--- config.mk ---
export PLATFORM = sky130hd
export DESIGN_NAME = ir_nec_decoder
export DESIGN_NICKNAME = d
export VERILOG_FILES = /design/src/rtl/ir_nec_pkg.sv /design/src/rtl/ir_rx_sync.sv /design/src/rtl/ir_nec_decoder.sv
export SDC_FILE = /design/constraint.sdc
export NUM_CORES = 1
export LEC_CHECK = 0
export ABC_AREA = 0
export CORE_ASPECT_RATIO = 0.7
export CORE_MARGIN = 3
export CORE_UTILIZATION = 50
export CTS_CLUSTER_SIZE = 10
export DETAILED_ROUTE_END_ITERATION = 10
export PLACE_DENSITY = 0.73
export SYNTH_ARGS = -nofsm -noshare
export SYNTH_HDL_FRONTEND = slang
export SYNTH_HIERARCHICAL = 1
export SYNTH_SLANG_ARGS = --single-unit
--- constraint.sdc ---
create_clock -name CLOCK_50 -period 3.8 [get_ports CLOCK_50]
set_input_delay 0.38 -clock CLOCK_50 [delete_from_list [all_inputs] [get_ports CLOCK_50]]
set_output_delay 0.38 -clock CLOCK_50 [all_outputs]
set_load 0.01 [all_outputs]
--- src/rtl/ir_nec_pkg.sv ---
// Shared definitions for the NEC infrared decoder: FSM states, pulse
// window limits in microseconds and the conversion to clock cycles.
package ir_nec_pkg;

    // Width of the pulse-width counter; it saturates at all-ones.
    localparam int CNT_W = 20;

    typedef enum logic [2:0] {
        IDLE,
        LEAD_LOW,
        LEAD_HIGH,
        BIT_LOW,
        BIT_HIGH,
        STOP
    } nec_state_e;

    // Leader mark (nominal 9 ms low)
    localparam int unsigned LEAD_LOW_MIN_US    = 8000;
    localparam int unsigned LEAD_LOW_MAX_US    = 10000;
    // Leader space of a data frame (nominal 4.5 ms high)
    localparam int unsigned LEAD_HIGH_MIN_US   = 4000;
    localparam int unsigned LEAD_HIGH_MAX_US   = 5000;
    // Leader space of a repeat code (nominal 2.25 ms high)
    localparam int unsigned REPEAT_HIGH_MIN_US = 2000;
    localparam int unsigned REPEAT_HIGH_MAX_US = 2500;
    // Bit mark, stop mark and the space of a logical 0 (nominal 560 us)
    localparam int unsigned MARK_MIN_US        = 400;
    localparam int unsigned MARK_MAX_US        = 720;
    // Space of a logical 1 (nominal 1.69 ms)
    localparam int unsigned ONE_MIN_US         = 1400;
    localparam int unsigned ONE_MAX_US         = 1900;

    // Converts a duration in microseconds to a cycle count at clk_hz,
    // saturating at the counter's full scale.
    function automatic logic [CNT_W-1:0] us_to_cycles(input int unsigned us,
                                                      input int unsigned clk_hz);
        longint unsigned cycles;
        cycles = (64'(us) * 64'(clk_hz)) / 64'd1_000_000;
        if (cycles > 64'(20'hFFFFF)) begin
            return '1;
        end
        return cycles[CNT_W-1:0];
    endfunction

    // True when a measured width lies inside an inclusive window.
    function automatic logic in_window(input logic [CNT_W-1:0] width,
                                       input logic [CNT_W-1:0] lo,
                                       input logic [CNT_W-1:0] hi);
        return (width >= lo) && (width <= hi);
    endfunction

endpackage

--- src/rtl/ir_rx_sync.sv ---
// Brings the asynchronous IR receiver line into the clock domain and
// flags its rising and falling transitions.
module ir_rx_sync (
    input  logic clk,
    input  logic rst,
    input  logic rxd,
    output logic rx_s,
    output logic rise,
    output logic fall
);

    logic sync_1;
    logic sync_2;
    logic prev;

    // Two-flop synchronizer plus a delayed copy for edge detection; all
    // flops reset to the idle-high level so reset never fakes an edge.
    always_ff @(posedge clk or posedge rst) begin
        if (rst) begin
            sync_1 <= 1'b1;
            sync_2 <= 1'b1;
            prev   <= 1'b1;
        end else begin
            sync_1 <= rxd;
            sync_2 <= sync_1;
            prev   <= sync_2;
        end
    end

    assign rx_s = sync_2;
    assign rise = sync_2 & ~prev;
    assign fall = ~sync_2 & prev;

endmodule

--- src/rtl/ir_nec_decoder.sv ---
// NEC infrared protocol decoder. Measures the widths of the synchronized
// receiver pulses, walks the leader / 32 data bits / stop mark, and hands
// accepted frames straight to IR_control through hex_data.
module ir_nec_decoder
    import ir_nec_pkg::*;
#(
    parameter int unsigned CLK_HZ = 50_000_000
) (
    input  logic        CLOCK_50,
    input  logic        reset,
    input  logic        IRDA_RXD,
    output logic [31:0] hex_data,
    output logic        data_valid,
    output logic        repeat_pulse,
    output logic        frame_error
);

    localparam logic [CNT_W-1:0] LEAD_LOW_MIN    = us_to_cycles(LEAD_LOW_MIN_US, CLK_HZ);
    localparam logic [CNT_W-1:0] LEAD_LOW_MAX    = us_to_cycles(LEAD_LOW_MAX_US, CLK_HZ);
    localparam logic [CNT_W-1:0] LEAD_HIGH_MIN   = us_to_cycles(LEAD_HIGH_MIN_US, CLK_HZ);
    localparam logic [CNT_W-1:0] LEAD_HIGH_MAX   = us_to_cycles(LEAD_HIGH_MAX_US, CLK_HZ);
    localparam logic [CNT_W-1:0] REPEAT_HIGH_MIN = us_to_cycles(REPEAT_HIGH_MIN_US, CLK_HZ);
    localparam logic [CNT_W-1:0] REPEAT_HIGH_MAX = us_to_cycles(REPEAT_HIGH_MAX_US, CLK_HZ);
    localparam logic [CNT_W-1:0] MARK_MIN        = us_to_cycles(MARK_MIN_US, CLK_HZ);
    localparam logic [CNT_W-1:0] MARK_MAX        = us_to_cycles(MARK_MAX_US, CLK_HZ);
    localparam logic [CNT_W-1:0] ONE_MIN         = us_to_cycles(ONE_MIN_US, CLK_HZ);
    localparam logic [CNT_W-1:0] ONE_MAX         = us_to_cycles(ONE_MAX_US, CLK_HZ);

    logic             rx_s;
    logic             rise;
    logic             fall;

    nec_state_e       state;
    nec_state_e       state_next;
    logic [CNT_W-1:0] pulse_cnt;
    logic [CNT_W-1:0] win_max;
    logic             timeout;
    logic [4:0]       bit_idx;
    logic [4:0]       bit_idx_next;
    logic [31:0]      shift;
    logic [31:0]      shift_next;
    logic             is_repeat;
    logic             repeat_next;
    logic             frame_seen;
    logic             seen_next;
    logic [31:0]      hex_next;
    logic             valid_next;
    logic             rpt_next;
    logic             err_next;

    ir_rx_sync u_sync (
        .clk  (CLOCK_50),
        .rst  (reset),
        .rxd  (IRDA_RXD),
        .rx_s (rx_s),
        .rise (rise),
        .fall (fall)
    );

    // Pulse-width counter: restarts on every edge, saturates when the line idles.
    always_ff @(posedge CLOCK_50 or posedge reset) begin
        if (reset) begin
            pulse_cnt <= '0;
        end else if (rise || fall) begin
            pulse_cnt <= '0;
        end else if (pulse_cnt != '1) begin
            pulse_cnt <= pulse_cnt + 1'b1;
        end
    end

    // Longest width the current state may see before the frame is abandoned.
    always_comb begin
        win_max = '1;
        case (state)
            LEAD_LOW:  win_max = LEAD_LOW_MAX;
            LEAD_HIGH: win_max = LEAD_HIGH_MAX;
            BIT_LOW:   win_max = MARK_MAX;
            BIT_HIGH:  win_max = ONE_MAX;
            STOP:      win_max = MARK_MAX;
            default:   win_max = '1;
        endcase
    end

    // A timeout wins over any edge arriving in the same cycle.
    assign timeout = (state != IDLE) && (pulse_cnt > win_max);

    // State register, frame assembly and registered one-cycle pulse outputs.
    always_ff @(posedge CLOCK_50 or posedge reset) begin
        if (reset) begin
            state        <= IDLE;
            bit_idx      <= '0;
            shift        <= '0;
            is_repeat    <= 1'b0;
            frame_seen   <= 1'b0;
            hex_data     <= 32'h0;
            data_valid   <= 1'b0;
            repeat_pulse <= 1'b0;
            frame_error  <= 1'b0;
        end else begin
            state        <= state_next;
            bit_idx      <= bit_idx_next;
            shift        <= shift_next;
            is_repeat    <= repeat_next;
            frame_seen   <= seen_next;
            hex_data     <= hex_next;
            data_valid   <= valid_next;
            repeat_pulse <= rpt_next;
            frame_error  <= err_next;
        end
    end

    // Next-state decode: each state waits for the edge that ends its pulse and
    // judges the width just measured against that pulse's window.
    always_comb begin
        state_next   = state;
        bit_idx_next = bit_idx;
        shift_next   = shift;
        repeat_next  = is_repeat;
        seen_next    = frame_seen;
        hex_next     = hex_data;
        valid_next   = 1'b0;
        rpt_next     = 1'b0;
        err_next     = 1'b0;

        if (timeout) begin
            err_next   = 1'b1;
            state_next = IDLE;
        end else begin
            case (state)
                IDLE: begin
                    if (fall && !rx_s) begin
                        state_next   = LEAD_LOW;
                        bit_idx_next = '0;
                        repeat_next  = 1'b0;
                    end
                end
                LEAD_LOW: begin
                    if (rise) begin
                        if (in_window(pulse_cnt, LEAD_LOW_MIN, LEAD_LOW_MAX)) begin
                            state_next = LEAD_HIGH;
                        end else begin
                            err_next   = 1'b1;
                            state_next = IDLE;
                        end
                    end
                end
                LEAD_HIGH: begin
                    if (fall) begin
                        if (in_window(pulse_cnt, LEAD_HIGH_MIN, LEAD_HIGH_MAX)) begin
                            state_next   = BIT_LOW;
                            bit_idx_next = '0;
                            shift_next   = '0;
                        end else if (in_window(pulse_cnt, REPEAT_HIGH_MIN, REPEAT_HIGH_MAX)) begin
                            state_next  = STOP;
                            repeat_next = 1'b1;
                        end else begin
                            err_next   = 1'b1;
                            state_next = IDLE;
                        end
                    end
                end
                BIT_LOW: begin
                    if (rise) begin
                        if (in_window(pulse_cnt, MARK_MIN, MARK_MAX)) begin
                            state_next = BIT_HIGH;
                        end else begin
                            err_next   = 1'b1;
                            state_next = IDLE;
                        end
                    end
                end
                BIT_HIGH: begin
                    if (fall) begin
                        if (in_window(pulse_cnt, MARK_MIN, MARK_MAX) ||
                            in_window(pulse_cnt, ONE_MIN, ONE_MAX)) begin
                            shift_next[bit_idx] = in_window(pulse_cnt, ONE_MIN, ONE_MAX);
                            if (bit_idx == 5'd31) begin
                                state_next  = STOP;
                                repeat_next = 1'b0;
                            end else begin
                                state_next   = BIT_LOW;
                                bit_idx_next = bit_idx + 5'd1;
                            end
                        end else begin
                            err_next   = 1'b1;
                            state_next = IDLE;
                        end
                    end
                end
                STOP: begin
                    if (rise) begin
                        state_next = IDLE;
                        if (!in_window(pulse_cnt, MARK_MIN, MARK_MAX)) begin
                            err_next = 1'b1;
                        end else if (is_repeat) begin
                            rpt_next = frame_seen;
                        end else if (shift[31:24] == ~shift[23:16]) begin
                            hex_next   = shift;
                            valid_next = 1'b1;
                            seen_next  = 1'b1;
                        end else begin
                            err_next = 1'b1;
                        end
                    end
                end
                default: begin
                    state_next = IDLE;
                end
            endcase
        end
    end

endmodule

# After elaboration in Yosys (flattened, before gate mapping)
# Cells that the tools add are included.
[op_classes] n_addsub=2 order_cmp=13 eq_ne=23 n_mux=66 bitwise_logic=7 n_reduce_logical=22
[op_table] operator="2-to-1 mux 32 bit" n=4
[op_table] operator="case mux 20 bit (4 select lines)" n=1
[op_table] operator="case mux 32 bit (2 select lines)" n=1
[op_table] operator="greater-or-equal comparator 20 x 17 -> 1 bit, second input constant" n=2
[op_table] operator="<= comparator 20 x 17 -> 1 bit, second input constant" n=2
[op_table] operator="2-to-1 mux 20 bit" n=2
[op_table] operator="2-to-1 mux 3 bit" n=12
[op_table] operator="2-to-1 mux 1 bit" n=33
[op_table] operator="bitwise mux 32 bit" n=1
[op_table] operator="2-to-1 mux 5 bit" n=6
[op_table] operator="adder 20 x 1 -> 20 bit, second input constant" n=1
[op_table] operator="greater-or-equal comparator 20 x 15 -> 1 bit, second input constant" n=1
[op_table] operator="greater-or-equal comparator 20 x 18 -> 1 bit, second input constant" n=1
[op_table] operator="greater-or-equal comparator 20 x 19 -> 1 bit, second input constant" n=1
[op_table] operator="> comparator 20 bit" n=1
[op_table] operator="<= comparator 20 x 16 -> 1 bit, second input constant" n=1
[op_table] operator="<= comparator 20 x 18 -> 1 bit, second input constant" n=1
[op_table] operator="<= comparator 20 x 19 -> 1 bit, second input constant" n=1
[op_table] operator="!= test 20 bit, second input constant" n=1
[op_table] operator="!= test 2 bit, second input constant" n=9
[op_table] operator="!= test 3 bit, second input constant" n=6
[op_table] operator="case mux 3 bit (6 select lines)" n=1
[op_table] operator="AND reduction 6 bit" n=3
[op_table] operator="case mux 5 bit (3 select lines)" n=1
[op_table] operator="other kinds (24)" n=40
[word_totals] reg_bits=100 inputBits=3 output_inout_bits=35 wordCells=146

# Longest topological paths before layout
[depth] ltp_word=8 mapped_depth=18 depth_no_buf=15

# Modules after synthesis
# Netlist, hierarchy kept.
[by_module_without_submodules] module="ir_nec_decoder" instances=1 cells_per_inst=652 area_each_um2=5958.2 seq_area_each_um2=2427.3
[by_module_without_submodules] module="ir_rx_sync" instances=1 cells_per_inst=6 area_each_um2=97.6 seq_area_each_um2=78.8

# Worst setup path before layout
# No wires, ideal clock.
[synth_path] kind="register -> register" startpoint="reg state[1]" endpoint="reg hex_data[0]" setup_time_ps=127 arrival_ps=3529 required_ps=3673 setup_slack_ps=143 path_stages_with_launch=17 n_path_buf=5 period_less_slack_ps=3657 path_cell_list="dfrtp_1 -> clkbuf_1 -> nand2b_1 -> nand2b_1 -> clkbuf_1 -> inv_1 -> clkbuf_1 -> ha_1 -> nand4_1 -> nor2_1 -> a222oi_1 -> nand3_1 -> and2_1 -> buf_2 -> nor4_4 -> buf_6 -> mux2_1"
[synth_via] elab_chain_cells=7 elab_cells_between_ends=12 cone_classes="order compare: 1; eq/ne: 5; mux: 1; bitwise: 1; reduce/logical: 4"
[synth_rtl] element="start: declaration" line="ir_nec_decoder.sv:33" source="nec_state_e state;"
[synth_rtl] element="start signal: assignment" line="ir_nec_decoder.sv:100" source="state <= state_next;"
[synth_rtl] element="== test 3 bit / == test 3 x 2 -> 1 bit (equally long branches)" line="ir_nec_decoder.sv:74, ir_nec_decoder.sv:129"
[synth_rtl] element="OR reduction 2 bit (no line)"
[synth_rtl] element="case mux 20 bit (4 select lines)" line="ir_nec_decoder.sv:74" source="case (state)"
[synth_rtl] element="> comparator 20 bit" line="ir_nec_decoder.sv:85" source="assign timeout = (state != IDLE) && (pulse_cnt > win_max);"
[synth_rtl] element="logical AND 1 bit" line="ir_nec_decoder.sv:85"
[synth_rtl] element="NOT 1 bit (no line)"
[synth_rtl] element="AND reduction 6 bit (no line) (*)"
[synth_rtl] element="end signal: assignment" line="ir_nec_decoder.sv:105" source="hex_data <= hex_next;"
[synth_rtl] element="end: declaration" line="ir_nec_decoder.sv:12" source="output logic [31:0] hex_data,"
# Every way passes the cells marked *; elsewhere a longest branch is shown, timed or not.
# A chain may end at the register's enable or synchronous reset.

# Worst setup path in the final report
[layout_path] startpoint="reg state[2]" endpoint="reg hex_data[16]"
# The elaborated chain is that of the path after synthesis.

==> flow_metrics.py <==
metrics = {
    "setup_path": {
        "arrival_ns": 3.84,
        "end_kind": "flip-flop",
        "cp_max_fo": 8,
        "crit_path_end": "hex_data[16]",
        "crit_chain": "inv_2, nand2_1, nand2_2, nand2_1, nand2b_1, inv_1, nor2_1, ha_1, nand4_1, nor2_1, a222oi_1, nand3_1, and2_1, nor4_4, buf_6, buf_6, mux2_1",
        "max_stage_delay_ns": 0.46,
        "slowest_stage": "dfrtp_2",
        "rr_startpoint": "state[2]",
        "required_ns": 4.03,
        "worst-setup-path-type": "flip-flop to flip-flop",
        "r2r_cells": 17,
        "rr_endpoint": "hex_data[16]",
        "startpoint": "state[2]",
        "regToRegSetupSlack_ns": 0.19,
        "start_kind": "flip-flop",
    },
    "clock_network": {
        "cts_tree": "done",
        "cts.path.max_buffers": 2,
        "cts_buffers": 9,
        "worstSkewPairLatency_ns": 0.35,
        "clkSinkCount": 100,
        "h-tree-depth": 3,
        "cts.hold.buffers_added": 0,
        "clkTransAtPathRegs_ns": 0.07,
        "root_buffer": "clkbuf_16",
    },
    "synth": {
        "async_reset_ff_frac": 1.00,
        "synth_top_area_share": 0.401,
        "yosys-top-cells-area": "dfrtp_1 40%, nand2_1 6.0%, ha_1 5.6%, mux2_1 5.4%, a32o_1 5.1%",
        "ys_ff_latch": 100,
        "synth_top_cell_by_area": "dfrtp_1",
        "synthDistinctLibCells": 64,
        "syn_nets": 688,
        "avgSynthCellArea_um2": 9.20,
        "ys.flop_type": "dfrtp_1",
        "seq_area_frac_synth": 0.414,
        "yosys_warnings": 6,
        "netlist_instances": 658,
        "syn-cell-area_um2": 6060,
        "synth-edff-count": 0,
    },
    "placement": {
        "io_buffers": 37,
        "gp_congestion": 0.961,
        "place_hpwl_um": 11100,
        "dp_slack_ns": 0.130,
    },
    "timing": {
        "final.setup_skew_ns": 0.00924,
        "maxSlewHeadroom": 0.373,
        "hold_violations": 0,
        "fin_setup_tns_ns": 0,
        "whs_ns": 0.362,
        "fmax_ghz": 0.277,
        "period_minus_slack_ns": 3.61,
        "fin_crit_sh": 0.950,
        "setup_viol": 0,
        "tightest_slew_ns": 0.938,
        "final_max_slew_viol_count": 0,
        "setup_ws_ns": 0.190,
    },
    "global_routing": {
        "antenna_found_initial": 0,
        "gr-total-overflow": 0,
        "grt_usage": 0.240,
        "grt_max_degree": 87,
        "grt_pass1_wl_um": 25700,
        "grt_pass1_vias": 4813,
    },
    "power": {
        "power_leakage_nw": 2.99,
        "power.density_nw_per_um2": 314,
        "ir_drop_mv": 0.239,
    },
    "die": {
        "pin_count": 38,
        "chipWidth_um": 138,
        "core-area_um2": 11400,
        "dieArea_um2": 13500,
        "initial_utilization": 0.531,
        "rows": 32,
        "fp.dieH_um": 98.1,
    },
    "detailed_routing": {
        "via_per_inst": 6.30,
        "drt_iter0_markers": 705,
        "avgRoutedWirePerCell_um": 19.3,
        "firstDrtPassIters": 5,
        "postRouteAntennaNets": 0,
        "wl_um": 16200,
        "drc": 0,
        "num_vias": 5286,
    },
    "final_layout": {
        "layout-drive-gt1-share": 0.0933,
        "nets": 711,
        "utilization": 0.610,
        "area_delta_synth_final_pct": 14.9,
        "diodes": 0,
        "num-fill-cells": 972,
    },
    "job": {
        "max_cap_violations": 0,
    },
    "hold_path": {
        "hp-class": "flip-flop to flip-flop",
    },
    "status": {
        "status": "complete, no violations",
    },
}
==> cells by family (layout without fill, tap and decap cells) <==
family | Yosys count | after routing | share of synthesized area
AO/OA/AOI/OAI | 126 | 126 | 0.157
flip-flops | 100 | 100 | 0.414
AND/OR/NAND/NOR | 277 | 277 | 0.227
multiplexers | 32 | 32 | 0.0595
XOR/XNOR | 25 | 25 | 0.0362
buffers and inverters | 71 | 99 | 0.0506
adder cells (fa/ha/maj) | 27 | 27 | 0.0558
==> what timing repair did <==
action                     in CTS  in global routing
setup endpoints to repair       0                 64
setup buffers                   0                  2
gates resized for setup         0                  6
==> per-layer routing <==
layer / global-route usage / wire length, um / part of all wire / up-vias
met1: 0.399 / 8110 / 0.50 / 2572
li1: - / - / - / 2442
met5: 0 / 0 / 0 / -
met4: 0.0521 / 194 / 0.012 / 0
met2: 0.296 / 6260 / 0.39 / 253
met3: 0.0721 / 1660 / 0.10 / 19
==> worst max-delay path: cells and delay by family (launching register included) <==
family | cells | cell delay (ns)
simple gates | 10 | 1.55
buf+inv | 4 | 0.54
compound gates | 1 | 0.31
flops | 1 | 0.46
mux | 1 | 0.34
fa+ha+maj | 1 | 0.28
==> sequential cells by signal, summed over array words and instances, names as in the netlist, 3 cells and up <==
signal	flops
shift	32
bit_idx	5
state	3
hex_data	32
pulse_cnt	20
==> through the flow <==
stage	cell area [um2]	instances	total power, mW
6_report	6960	839	2.19
5_1_grt	6960	839	2.28
4_1_cts	6870	834	2.20
3_5_place_dp	6600	818	1.34
3_3_place_gp	6600	818	1.33
2_1_floorplan	6060	658	1.25
==> cell type report <==
type	instances	area [um2]	area share
clock inverters	5	38.8	0.00557
multi-input cells	487	3260	0.468
well taps	153	191	0.0275
clock buffers	11	233	0.0334
repair buffers	67	667	0.0958
inverters	16	62.6	0.00899
flip-flops and latches	100	2510	0.360
==> cell usage in the layout (no fill, tap or decap), types with 5 or more instances in the layout <==
cell type,Yosys,final
xor2_1,14,14
nand2b_1,6,6
a32o_1,31,31
clkbuf_16,0,11
nor3_1,13,13
o21ai_0,21,21
and3_1,7,7
mux2_1,29,29
nand2_1,96,95
ha_1,27,27
dfrtp_1,97,95
nand4_1,11,11
nor4_1,13,13
clkdlybuf4s50_1,0,37
xnor2_1,11,11
or3_1,9,9
a211oi_1,6,5
a21oi_1,25,25
inv_1,16,14
nor3b_1,5,5
nor2_1,42,42
buf_4,0,23
nor2b_1,6,6
nand3_1,49,49
==> synth_stat cells, types with 4 or more instances <==
master and n:
xnor2_1 11, nand2b_1 6, and4_1 4, a22o_1 4, nand2_1 96, a21oi_1 25, and3_1 7, nor2_1 42
xor2_1 14, buf_2 14, inv_1 16, buf_1 8, nor2b_1 6, mux2_1 29, a32o_1 31, ha_1 27
nand3_1 49, clkbuf_1 30, dfrtp_1 97, nor3_1 13, o31ai_1 4, or3_1 9, nor4_1 13, o21ai_0 21
a21o_1 4, nand4_1 11, a211oi_1 6, nor3b_1 5
==> power breakdown <==
part           switching [mW]  internal, mW  total (mW)
clock network           0.410         0.450       0.860
logic                   0.141        0.0869       0.228
registers              0.0236          1.08        1.10
==> how the worst min path moves through the flow <==
stage                             start           end  slack [ns]  depth (start not counted)
after detailed placement  u_sync/sync_1   u_sync/rx_s        0.35                          0
after global routing              reset  pulse_cnt[5]        0.38                          2
final                     u_sync/sync_1   u_sync/rx_s        0.36                          0
after CTS                         reset  pulse_cnt[5]        0.36                          2
after global placement    u_sync/sync_1   u_sync/rx_s        0.35                          0
after floorplan                   reset   u_sync/prev        0.31                          1
Note: power is estimated with default switching activity, not from simulation.
